File: src/rtl/anim_playlist_sequencer.sv
// Animation playlist sequencer: steps frame_idx, repeat count and animation
// select, handshaking each frame with a single-frame driver.
// Optional feature macro: ANIM_SHUFFLE_EN (LFSR-shuffled animation order).
module anim_playlist_sequencer #(
    parameter int NUM_ANIMS       = 5,
    parameter int FRAMES_PER_ANIM = 151,
    parameter int REPEATS         = 2,
    parameter int FRAME_TICKS     = 1500000
) (
    input  logic       clk,
    input  logic       rst,
    input  logic       play,
    input  logic       stop,
    input  logic       frame_done,
    output logic       frame_start,
    output logic [2:0] anim_sel,
    output logic [7:0] frame_idx,
    output logic       busy,
    output logic       loop_done,
    output logic [1:0] state_dbg
);

    localparam int TICK_W = $clog2(FRAME_TICKS);
    localparam int REP_W  = (REPEATS > 1) ? $clog2(REPEATS) : 1;

    localparam logic [TICK_W-1:0] TICK_LAST  = TICK_W'(FRAME_TICKS - 1);
    localparam logic [REP_W-1:0]  REP_LAST   = REP_W'(REPEATS - 1);
    localparam logic [7:0]        FRAME_LAST = 8'(FRAMES_PER_ANIM - 1);
    localparam logic [2:0]        ANIM_LAST  = 3'(NUM_ANIMS - 1);

    typedef enum logic [1:0] {
        S_IDLE    = 2'd0,
        S_START   = 2'd1,
        S_DRIVE   = 2'd2,
        S_ADVANCE = 2'd3
    } state_t;

    state_t             state;
    state_t             state_nx;
    logic [TICK_W-1:0]  tick;
    logic               done_seen;
    logic [REP_W-1:0]   rep;
    logic               frame_last;
    logic               rep_last;
    logic               anim_wrap;
    logic               anim_adv;
    logic               loop_done_nx;
    logic [2:0]         anim_inc;
    logic [2:0]         anim_nx;

    assign frame_last = (frame_idx == FRAME_LAST);
    assign rep_last   = (rep == REP_LAST);
    assign anim_inc   = (anim_sel == ANIM_LAST) ? 3'd0 : 3'(anim_sel + 3'd1);
    // Animation changes only on an uninterrupted ADVANCE at the last frame of the last repeat.
    assign anim_adv   = (state == S_ADVANCE) && !stop && frame_last && rep_last;
    assign state_dbg  = state;

`ifdef ANIM_SHUFFLE_EN
    logic [7:0] lfsr;
    logic [7:0] lfsr_a;
    logic [7:0] lfsr_b;
    logic [7:0] lfsr_nx;
    logic [2:0] cand_a;
    logic [2:0] cand_b;
    logic [2:0] adv_cnt;

    // Fibonacci step for x^8+x^6+x^5+x^4+1.
    function automatic logic [7:0] lfsr_step(input logic [7:0] v);
        return {v[6:0], v[7] ^ v[5] ^ v[4] ^ v[3]};
    endfunction

    // Pick the next animation: one LFSR step, one retry on a repeat, then fall back to +1.
    always_comb begin
        lfsr_a  = lfsr_step(lfsr);
        lfsr_b  = lfsr_step(lfsr_a);
        cand_a  = 3'(lfsr_a % 8'(NUM_ANIMS));
        cand_b  = 3'(lfsr_b % 8'(NUM_ANIMS));
        lfsr_nx = lfsr_a;
        anim_nx = cand_a;
        if (cand_a == anim_sel) begin
            lfsr_nx = lfsr_b;
            anim_nx = (cand_b != anim_sel) ? cand_b : anim_inc;
        end
    end

    // LFSR and advance counter move once per animation advance; the counter marks playlist wraps.
    always_ff @(posedge clk or posedge rst) begin
        if (rst) begin
            lfsr    <= 8'h01;
            adv_cnt <= 3'd0;
        end else if (anim_adv) begin
            lfsr    <= lfsr_nx;
            adv_cnt <= (adv_cnt == ANIM_LAST) ? 3'd0 : 3'(adv_cnt + 3'd1);
        end
    end

    assign anim_wrap = (adv_cnt == ANIM_LAST);
`else
    assign anim_nx   = anim_inc;
    assign anim_wrap = (anim_sel == ANIM_LAST);
`endif

    // State register.
    always_ff @(posedge clk or posedge rst) begin
        if (rst) begin
            state <= S_IDLE;
        end else begin
            // NOTE: sequential state uses non-blocking assignment so every flop samples pre-edge values.
            state <= state_nx;
        end
    end

    // Next-state logic; stop overrides everything, including a pending frame completion.
    always_comb begin
        // NOTE: defaults first so no path leaves a variable unassigned (which would infer a latch).
        state_nx     = state;
        loop_done_nx = 1'b0;
        if (stop) begin
            state_nx = S_IDLE;
        end else begin
            case (state)
                S_IDLE:    if (play) state_nx = S_START;
                S_START:   state_nx = S_DRIVE;
                S_DRIVE: begin
                    if ((tick == TICK_LAST) && (done_seen || frame_done)) begin
                        state_nx     = S_ADVANCE;
                        loop_done_nx = frame_last && rep_last && anim_wrap;
                    end
                end
                S_ADVANCE: state_nx = S_START;
                default:   state_nx = S_IDLE;
            endcase
        end
    end

    // Registered outputs, frame timing and playlist position.
    always_ff @(posedge clk or posedge rst) begin
        if (rst) begin
            frame_start <= 1'b0;
            busy        <= 1'b0;
            loop_done   <= 1'b0;
            tick        <= '0;
            done_seen   <= 1'b0;
            rep         <= '0;
            frame_idx   <= 8'd0;
            anim_sel    <= 3'd0;
        end else begin
            frame_start <= (state_nx == S_START);
            busy        <= (state_nx != S_IDLE);
            loop_done   <= loop_done_nx;
            if (state == S_START) begin
                tick      <= '0;
                done_seen <= 1'b0;
            end else if (state == S_DRIVE && !stop) begin
                if (tick != TICK_LAST) tick <= TICK_W'(tick + 1'b1);
                if (frame_done) done_seen <= 1'b1;
            end
            if (state == S_ADVANCE && !stop) begin
                if (frame_last) begin
                    frame_idx <= 8'd0;
                    if (rep_last) begin
                        rep      <= '0;
                        anim_sel <= anim_nx;
                    end else begin
                        rep <= REP_W'(rep + 1'b1);
                    end
                end else begin
                    frame_idx <= 8'(frame_idx + 8'd1);
                end
            end
        end
    end

endmodule
File: config.mk
export PLATFORM = sky130hd
export DESIGN_NAME = anim_playlist_sequencer
export DESIGN_NICKNAME = d
export VERILOG_FILES = /design/src/rtl/anim_playlist_sequencer.sv
export SDC_FILE = /design/constraint.sdc
export NUM_CORES = 1
export LEC_CHECK = 0
export BUFFER_PORTS_ARGS = -buffer_cell sky130_fd_sc_hd__buf_2
export CORE_ASPECT_RATIO = 1.75
export CORE_MARGIN = 4
export CORE_UTILIZATION = 50
export CTS_CLUSTER_DIAMETER = 40
export CTS_CLUSTER_SIZE = 25
export DETAILED_ROUTE_END_ITERATION = 10
export GPL_ROUTABILITY_DRIVEN = 0
export PLACE_DENSITY_LB_ADDON = 0.1
export SLEW_MARGIN = 40
export SYNTH_ARGS = -nofsm -noshare
export SYNTH_HDL_FRONTEND = slang
export SYNTH_SLANG_ARGS = --single-unit
File: constraint.sdc
create_clock -name clk -period 2.5 [get_ports clk]
set_clock_uncertainty 0.05 [all_clocks]
set_input_delay 0.5 -clock clk [delete_from_list [all_inputs] [get_ports clk]]
set_output_delay 0.5 -clock clk [all_outputs]
set_load 0.01 [all_outputs]
==> metrics.txt <==
outcome finished, final reports clean; Ys Warns 0; Final nets approximately 270; CTS Buf Count 5; Worst-path clk slew 0.08 ns; crit path time final ~2.2 ns; Tightest Pin Transition 0.501 ns; top cell type by total area after synthesis dfrtp_1; fraction of synthesized cell area in xor and xnor cells 2.32%; CP endpoint kind flip-flop; Setup-failing EPs final 0; Final Cycle Share between 80% and 90%; TritonCTS clock tree built; hold crit path type input port to asynchronous set/reset pin; Netlist Area Pre-Place 2260 µm²; Port Buffers 20; post-layout util between 50% and 60%; CP required between 2 and 3 ns; number of flops mapped to enable cells by yosys 0; Synth cell types 50; Worst R2R Start state_dbg[0]; Synth Instances between 200 and 250; max incr delay on CP about 0.44 ns; Fin. Hold Viols 0; mux contribution to synthesized area 3.43%; syn_area_per_cell approximately 10 µm²; Critical Path Source state_dbg[0]; most frequently used flop master after synthesis dfrtp_1; CP Class flip-flop to flip-flop; die height 97.0 µm; cts hold-fix bufs 0; clk_lat worst skew ~0.29 ns; syn_nets ~250; share of layout cells above drive strength 1 18.8%; drt wl/cell between 15 and 20 µm; multi-input logic area approximately 1200 µm²; DRC 0; global-route wire length before repair a little under 9000 µm; Post-synth ARST share 100%; Slew Limit Fails 0; clk sinks 39; Tot GR Track Use 19.7%; DIE WIDTH between 50 and 60 µm; DR iter-0 viols 93; area grow syn2layout 12.2%; compound-cell area share of the yosys netlist 12.7%; register area share after synthesis a little over two fifths; #FFs+latches synth 39; VDD IR max 0.630 mV; vias in the first global route 1875; CP Cell Sequence inv_1, ha_1, nor2b_2, nand4_1, buf_4, nor4_1, mux2_2; post-route antenna net violation count 0; max cap viols 0; n_diodes 0; largest cells by area after synthesis dfrtp_1, ha_1, nand2_1; Post-CTS Setup Inserts 0; Vias ~1800; setup ws final ~0.35 ns; Rows 32; vias per inst about 6.0; largest net degree at the start of global routing 40; final setup TNS 0 ns; CP Launch Type flip-flop; Arrival @ worst endpoint roughly 2.3 ns; Pleak between 1 and 1.5 nW; Initial Util about half; Pwr Density approximately 720 nW/µm²; Ports 21; CTS Root Cell clkbuf_8; Yosys top cell area share a little over two fifths; clock buffer depth 2; Simple-Gate Fraction of Synth Area 29.7%; Max-slew headroom 66.6%; pre-CTS setup slack approximately 0.34 ns; fillers 402; FF/Latch Area just under 1000 µm²; post-CTS resize count 0; Fmax between 400 and 500 MHz; post-detail-place hpwl 3800 µm; WL final 5040 µm; htree depth 2; RSZ-0062 raised after global routing false; Worst path slowest cell dfrtp_1; DRT Pass-1 Iters 4; gr ovfl total 0; die area between 5000 and 6000 µm²; core area between 4000 and 5000 µm²; initial antenna violation count 0; CP max FO 16; Post-Synth Adder-Cell Area between 4 and 5%; largest family of logic cells by synthesized area simple AND/OR/NAND/NOR gates
registers in the layout, indices dropped and copies added (netlist names):
signal / count
tick: 21
state_dbg: 2
rep: 1
frame_start: 1
loop_done: 1
done_seen: 1
busy: 1
anim_sel: 3
frame_idx: 8
cells in the final DEF, fill, tap and decap left out, types with 2 or more instances in the layout:
cell type,count
dfrtp_1,39
buf_2,20
nand2_1,19
nor2_1,17
a21oi_1,14
inv_1,12
nand4_1,10
nor2b_1,9
o21ai_0,9
ha_1,9
nand3_1,7
o31ai_1,7
or4_1,7
mux2_2,6
nor3_1,6
a211oi_1,5
xnor2_1,5
clkbuf_8,5
and3_1,3
nor4_1,3
a21o_1,3
or3_1,3
buf_4,3
and4bb_2,2
and2_1,2
nand2b_1,2
a211o_1,2
and4_1,2
bufinv_16,2
critical path: cells and delay by family (launching register included):
kind | cells | cell delay [ns]
mux | 1 | 0.37
flops | 1 | 0.44
fa+ha+maj | 1 | 0.20
simple gates | 3 | 0.68
buf+inv | 2 | 0.31
cell usage after synthesis, types with 2 or more instances:
cell type	n
dfrtp_1	39
and4bb_2	2
o31ai_1	7
nor3_1	6
nor2b_1	9
a21o_1	3
a21oi_1	14
nand3_1	7
and4_1	2
clkbuf_1	4
a211o_1	2
or3_1	3
ha_1	9
nor2_1	17
nor4_1	3
and2_1	2
mux2_2	6
nand4_1	10
or4_1	7
and3_1	3
nand2b_1	2
o21ai_0	9
xnor2_1	5
buf_6	2
inv_1	12
nand2_1	19
a211oi_1	5
layout make-up:
| class | count | share of cell area [%] |
|---|---|---|
| Clock inverter | 2 | 2.36 |
| Clock buffer | 6 | 2.86 |
| Multi-Input combinational cell | 174 | 47.3 |
| Sequential cell | 39 | 38.4 |
| Timing Repair Buffer | 23 | 4.83 |
| Inverter | 12 | 1.77 |
| Tap cell | 51 | 2.51 |
routing by layer:
metal	share of wire, %	global-route usage (%)	vias up
li1	-	-	897
met1	36	21.1	889
met2	57	35.3	34
met3	2.8	2.80	14
met4	3.8	10.1	0
met5	0	0	-
power by group:
part	total (mW)	internal, mW	leakage, nW	switching (mW)
logic	0.446	0.176	0.546	0.270
registers	0.770	0.696	0.536	0.0742
clock network	0.621	0.399	0.0654	0.222
total	1.84	1.27	1.15	0.567
worst paths after layout:
kind	cells after the start	to	slack [ns]
setup / recovery	7	tick[19]	0.35
hold / removal	3	anim_sel[1]	0.25
setup reg to reg	7	tick[19]	0.35
hold reg to reg	1	frame_idx[7]	0.47
max in group asynchronous	3	tick[8]	1.79
min in group clk	2	busy	0.44
stage by stage:
| step | cells | cell area [µm²] | hold slack (ns) | total power, mW |
|---|---|---|---|---|
| floorplan | 232 | 2260 | 0.413 | 1.08 |
| global placement | 299 | 2410 | 0.457 | 1.22 |
| detailed placement | 299 | 2410 | 0.458 | 1.24 |
| CTS | 307 | 2540 | 0.280 | 1.86 |
| global route | 307 | 2540 | 0.301 | 1.95 |
| finish | 307 | 2540 | 0.248 | 1.84 |
kinds of logic after synthesis:
group / count (synthesis)
AOI/OAI and AO/OA: 45
adders and majority gates: 9
DFF: 39
muxes: 7
buffers and inverters: 19
xor gates and xnor gates: 6
and+or+nand+nor: 107
Power figures use the tool's default switching activity.
